$ cat config.mk
export PLATFORM = sky130hd
export DESIGN_NAME = module_output_enco_gray
export DESIGN_NICKNAME = d
export VERILOG_FILES = /design/src/rtl/module_output_enco_gray.sv
export SDC_FILE = /design/constraint.sdc
export NUM_CORES = 1
export LEC_CHECK = 0
export CORE_AREA = 3 3 56 58
export CTS_CLUSTER_DIAMETER = 100
export DETAILED_ROUTE_END_ITERATION = 6
export DIE_AREA = 0 0 59 61
export PLACE_DENSITY = 0.8
export SYNTH_ARGS = -nofsm -noshare
export SYNTH_HDL_FRONTEND = slang
export SYNTH_SLANG_ARGS = --single-unit
$ cat constraint.sdc
create_clock -name clk_i -period 2.5 [get_ports clk_i]
set_input_delay 0.5 -clock clk_i [delete_from_list [all_inputs] [get_ports clk_i]]
set_output_delay 0.5 -clock clk_i [all_outputs]
set_load 0.05 [all_outputs]
$ cat src/rtl/module_output_enco_gray.sv
// Binary-to-Gray output encoder.
// Takes binary words over a valid/ready handshake, buffers one word and
// publishes its Gray code on a registered output. The output changes only on
// a periodic refresh tick, so downstream pins/LEDs update at a slow, safe rate.
module module_output_enco_gray #(
    parameter int WIDTH          = 4,
    parameter int OUTPUT_REFRESH = 2700000
) (
    input  logic             clk_i,
    input  logic             rst_i,
    input  logic [WIDTH-1:0] bin_code_i,
    input  logic             bin_valid_i,
    output logic             bin_ready_o,
    output logic [WIDTH-1:0] gray_code_o,
    output logic             gray_update_o
);

    // Refresh counter sizing; one bit minimum keeps degenerate settings legal.
    localparam int CNT_W = (OUTPUT_REFRESH > 1) ? $clog2(OUTPUT_REFRESH) : 1;
    localparam logic [CNT_W-1:0] CNT_RELOAD = CNT_W'(OUTPUT_REFRESH - 1);
    localparam logic [CNT_W-1:0] CNT_ZERO   = {CNT_W{1'b0}};
    localparam logic [CNT_W-1:0] CNT_ONE    = CNT_W'(1);

    typedef enum logic {
        ST_EMPTY = 1'b0,
        ST_FULL  = 1'b1
    } buf_state_t;

    // Gray encoding: every bit is XORed with its upper neighbour, MSB passes through.
    function automatic logic [WIDTH-1:0] bin_to_gray(input logic [WIDTH-1:0] bin);
        return bin ^ (bin >> 1'b1);
    endfunction

    logic [CNT_W-1:0] cnt_r;
    logic [CNT_W-1:0] cnt_next_s;
    logic             tick_r;
    logic             tick_next_s;

    buf_state_t       state_r;
    buf_state_t       state_next_s;
    logic [WIDTH-1:0] hold_r;
    logic [WIDTH-1:0] hold_next_s;
    logic [WIDTH-1:0] gray_code_r;
    logic [WIDTH-1:0] gray_next_s;
    logic             gray_update_r;
    logic             update_next_s;

    // Free-running down-counter; the tick is raised for the cycle after zero.
    always_comb begin
        cnt_next_s  = cnt_r;
        tick_next_s = 1'b0;
        if (cnt_r == CNT_ZERO) begin
            cnt_next_s  = CNT_RELOAD;
            tick_next_s = 1'b1;
        end else begin
            cnt_next_s  = cnt_r - CNT_ONE;
            tick_next_s = 1'b0;
        end
    end

    // Refresh counter and tick registers.
    always_ff @(posedge clk_i or posedge rst_i) begin
        if (rst_i) begin
            cnt_r  <= CNT_RELOAD;
            tick_r <= 1'b0;
        end else begin
            cnt_r  <= cnt_next_s;
            tick_r <= tick_next_s;
        end
    end

    // Buffer FSM next-state and output decode. A word accepted on a tick edge
    // is not published on that edge because the FSM is still EMPTY there.
    always_comb begin
        state_next_s  = state_r;
        hold_next_s   = hold_r;
        gray_next_s   = gray_code_r;
        update_next_s = 1'b0;
        case (state_r)
            ST_EMPTY: begin
                if (bin_valid_i) begin
                    hold_next_s  = bin_code_i;
                    state_next_s = ST_FULL;
                end else begin
                    state_next_s = ST_EMPTY;
                end
            end
            ST_FULL: begin
                if (tick_r) begin
                    gray_next_s   = bin_to_gray(hold_r);
                    update_next_s = 1'b1;
                    state_next_s  = ST_EMPTY;
                end else begin
                    state_next_s  = ST_FULL;
                end
            end
            default: begin
                state_next_s = ST_EMPTY;
            end
        endcase
    end

    // Buffer state, hold register and registered Gray outputs.
    always_ff @(posedge clk_i or posedge rst_i) begin
        if (rst_i) begin
            state_r       <= ST_EMPTY;
            hold_r        <= {WIDTH{1'b0}};
            gray_code_r   <= {WIDTH{1'b0}};
            gray_update_r <= 1'b0;
        end else begin
            state_r       <= state_next_s;
            hold_r        <= hold_next_s;
            gray_code_r   <= gray_next_s;
            gray_update_r <= update_next_s;
        end
    end

    assign bin_ready_o   = (state_r == ST_EMPTY);
    assign gray_code_o   = gray_code_r;
    assign gray_update_o = gray_update_r;

endmodule

---- Word level (Yosys, flattened, before mapping) ----
Index checks and enable logic that the tools add are counted.
storage, ports and cells
  register bits after elaboration ......... 33
  bits in latches ......................... 0
  RAM bits ................................ 0
  memory bits (read-only) ................. 0
  bits of input ports ..................... 7
  memories ................................ 0
operators by class
  $add $sub $neg .......................... 1
  $mul .................................... 0
  div/mod/pow operators ................... 0
  order comparisons ....................... 0
  eq/ne operators ......................... 0
  shift-type cells ........................ 0
  muxes and demuxes ....................... 7
  bitwise operators ....................... 2
  reductions and logical operators ........ 3
operators with widths
  cell                                                 number
  logical NOT 22 bit                                   1
  2-to-1 mux 22 bit                                    1
  subtractor 22 x 1 -> 22 bit (second input constant)  1
  2-to-1 mux 1 bit                                     5
  AND reduction 2 bit                                  2
  XOR 4 x 3 -> 4 bit                                   1
  one-hot mux 1 bit (2 select lines)                   1
  NOT 1 bit                                            1

---- Depth between registers and ports, before layout ----
  depth after elaboration ................. 2
  mapped depth ............................ 8

---- Worst setup path before layout ----
No wires, ideal clock.
  kind .................................... register to register
  start ................................... register cnt_r[0]
  end ..................................... register cnt_r[18]
  setup time .............................. 0.125 ns
  arrival time ............................ 2.153 ns
  data required time ...................... 2.375 ns
  slack ................................... 0.222 ns
  cell stages (with the launch flop) ...... 8
  path buffers ............................ 1
  period minus slack after synthesis ...... 2.278 ns
  cell sequence ........................... dfstp_2 -> inv_1 -> ha_1 -> or4b_1 -> clkbuf_1 -> nor4_4 -> nor3b_1 -> mux2_2
on the way
  cells in the longest elaborated chain, start to end .. 2
  elaborated cells between the ends (all ways) .. 3
  those cells by class .................... add/sub: 1; mux: 1; reduce/logical: 1
RTL lines
  item                                                               line    text
  start, declared                                                    34      logic [CNT_W-1:0] cnt_r;
  start signal, assigned                                             67      cnt_r <= cnt_next_s;
  subtractor 22 x 1 -> 22 bit or logical NOT 22 bit (tied branches)  56, 52
  2-to-1 mux 22 bit (*)                                              52      if (cnt_r == CNT_ZERO) begin
  named net cnt_next_s[18]                                           35      logic [CNT_W-1:0] cnt_next_s;
Mark *: on every way through the listed nets, which the timed path passes. The rest lies on a longest branch.
A chain may end at the register's enable or synchronous reset.

---- Worst setup path after layout ----
  start ................................... register cnt_r[10]
  end ..................................... register cnt_r[15]
The elaborated chain is that of the path after synthesis.

==> results by group <==
Synth
  – Area contributors post-synth: dfrtp_1 (34%), dfstp_2 (23%), mux2_2 (5.3%)
  – List of most frequent post-synthesis cells: dfrtp_1 (20), nand2_1 (16), dfstp_2 (13), o21ai_0 (11)
  – Avg Cell Area, Syn: 11.1 um^2
  – Synth warn: 0
  – Most frequent cell after synthesis: dfrtp_1
  – Number of flops mapped to enable cells by yosys: 0
  – Top FF cell, synth: dfrtp_1
  – Post-synth top area share: 33.7%
  – Synth Register Bits: 33
  – Synth area leader: dfrtp_1
  – Syn Std Cell Area: 1490 um^2
  – Post-synth cell types: 34
  – Mapped Nets: 142
  – Seq/Total Area, Yosys: 56.6%
  – Cells after Synth: 134
  – Async S/R FF share, synth: 100%

Worst setup path
  – WP data required: 2.75 ns
  – CP Capture Type: flip-flop
  – R2R Path Start: cnt_r[10]
  – WS Path Type: reg2reg
  – CP Capture Point: cnt_r[15]
  – Crit path max fanout: 10
  – Worst path max stage delay: 0.64 ns
  – WP data arrival: 2.68 ns
  – Critical-path cell list: or4_4, or4_1, or4b_1, a21oi_1
  – Reg2reg path depth: 4
  – CP max stage cell: or4_1
  – Crit. Startpoint: cnt_r[10]
  – Worst Setup Start Kind: flip-flop
  – Reg-to-reg endpoint: cnt_r[15]
  – R2R setup slack: 0.07 ns

CTS
  – Max clock buf depth: 2
  – CTS Hold Buffers Added: 0
  – Post-CTS setup repair buffer count: 0
  – H-tree Lvls: 2
  – Post-CTS sizing: 0
  – Clk_lat worst skew: 0.34 ns
  – Total CTS buffers: 5
  – Root Buffer: clkbuf_4
  – Clock sinks: 33
  – CTS clk-pin slew, worst paths: 0.10 ns
  – CTS tree: done

Finish
  – Nets@finish: 164
  – # fillers: 216
  – Share of cells above drive strength 1: 24.8%
  – Ant. Diodes: 0
  – Area Overhead vs Synth: 16.3%

Detailed routing
  – Drt total wl: 2720 um
  – TritonRoute pass-1 iters: 5
  – Final antenna-violating net count: 0
  – Wire per inst: 14.4 um
  – DRC viols: 0
  – Initial drt markers: 31
  – Vias after detailed routing: 1057
  – Via density: 5.62

Floorplan
  – Die area: 3600 um^2
  – I/O pin cnt: 13
  – Core ar.: 2710 um^2
  – Die height: 61 um
  – Initial core utilization: 54.8%
  – Row count: 19
  – DIE WIDTH: 59 um

Timing
  – Fin. max-slew vios: 0
  – Final hold vios: 0
  – Setup violations, final: 0
  – TNS Setup: 0 ns
  – Worst Tran Pin Value: 0.541 ns
  – Tcrit/Tclk final: 97.2%
  – RSZ-0062 raised after global routing: no
  – Peak Freq: 412 MHz
  – Final Skew: 0.0154 ns
  – Min Tclk post-route: 2.43 ns
  – Max-slew headroom: 63.6%

Outcome
  – Run status: finished clean

Placed design
  – Dpl hpwl: 2010 um
  – I/O Buffers: 12
  – Routability congestion estimate: 0.782

GRT
  – Initial antenna violation count: 0
  – First-pass GRT wire length: 4660 um
  – GRT Util Overall: 17.8%
  – Overflow after GRT: 0
  – Pin count of the biggest net entering global routing: 34
  – Vias in the first global route: 1058

Power
  – Power per cell area: 549 nW/um^2
  – Power Total: 0.949 mW
  – Worst VDD drop: 505 uV
  – Leakage: 0.703 nW

Job
  – Max cap viols: 0

Min path
  – Worst Hold Class: reg2reg
## power by group
group / internal, mW / leakage, nW / switching, mW
Clock: 0.106 / 0.0310 / 0.184
Sequential: 0.552 / 0.392 / 0.0135
Combinational: 0.0414 / 0.280 / 0.0515
## worst min path at each step
stage,start,endpoint,slack (ns),cells after the start
final,cnt_r[4],cnt_r[4],0.48,2
after global routing,cnt_r[0],cnt_r[0],0.50,1
after CTS,cnt_r[4],cnt_r[4],0.48,2
after detailed placement,cnt_r[0],cnt_r[0],0.46,1
after global placement,cnt_r[0],cnt_r[0],0.45,1
after floorplan,cnt_r[0],cnt_r[0],0.44,1
## metrics by stage
| step | std cells | hold slack (ns) | cell area, um^2 | setup WS (ns) | utilization, % |
|---|---|---|---|---|---|
| after floorplan | 134 | 0.439 | 1490 | 0.222 | - |
| after CTS | 188 | 0.476 | 1730 | 0.0891 | 63.8 |
| after detailed placement | 180 | 0.461 | 1670 | 0.0944 | 61.8 |
| after global routing | 188 | 0.497 | 1730 | 0.0332 | 63.8 |
| final | 188 | 0.478 | 1730 | 0.0700 | 63.8 |
| after global placement | 180 | 0.451 | 1670 | 0.166 | 61.8 |
## area by class of cell
cell class	instances	area [um^2]	share of cell area, %
Tap cell	31	38.8	2.24
Clock inverter	3	17.5	1.01
Timing Repair Buffer	17	158	9.12
Multi-Input combinational cell	92	609	35.2
Sequential cell	33	842	48.7
Clock buffer	5	37.5	2.17
Inverter	7	26.3	1.52
## state kept, by name (all words and copies together) (netlist names)
name	cells
cnt_r	22
gray_update_o	1
gray_code_o	4
state_r	1
hold_r	4
tick_r	1
## layout by cell type, fill, tap and decap left out, types with 3 or more instances in the layout
cell type / n
nand2_1: 16
xor2_1: 5
nor4_1: 3
or3_1: 3
nor3_1: 3
a21oi_1: 3
or4_1: 3
dfstp_2: 13
inv_1: 7
clkbuf_4: 5
buf_4: 5
xnor2_1: 5
mux2_2: 7
dfrtp_1: 20
o21ai_0: 11
nor2_1: 7
nand3_1: 4
clkdlybuf4s50_1: 12
## critical path: cells and delay by family, from the launching register on
| kind | cells | cell delay [ns] |
|---|---|---|
| compound gates | 1 | 0.18 |
| flops | 1 | 0.41 |
| simple gates | 3 | 1.76 |
## metal layers
metal | share of wire [%] | GRT usage (%) | vias up
li1 | - | - | 511
met1 | 43 | 21.5 | 526
met2 | 53 | 29.8 | 13
met3 | 2.4 | 4.47 | 7
met4 | 1.7 | 8.41 | 0
met5 | 0 | 0 | -
## logic make-up (layout without fill, tap and decap cells)
logic type	count (synthesis)	count (layout)	synth area share, %
AND/OR/NAND/NOR	52	52	19.8
multiplexers	8	8	5.98
AO/OA/AOI/OAI	21	21	8.50
buffers and inverters	9	32	2.36
flip-flops	33	33	56.6
adder cells (fa/ha/maj)	1	1	0.842
XOR/XNOR	10	10	5.89
No activity file was read; power rests on OpenSTA's default activity.
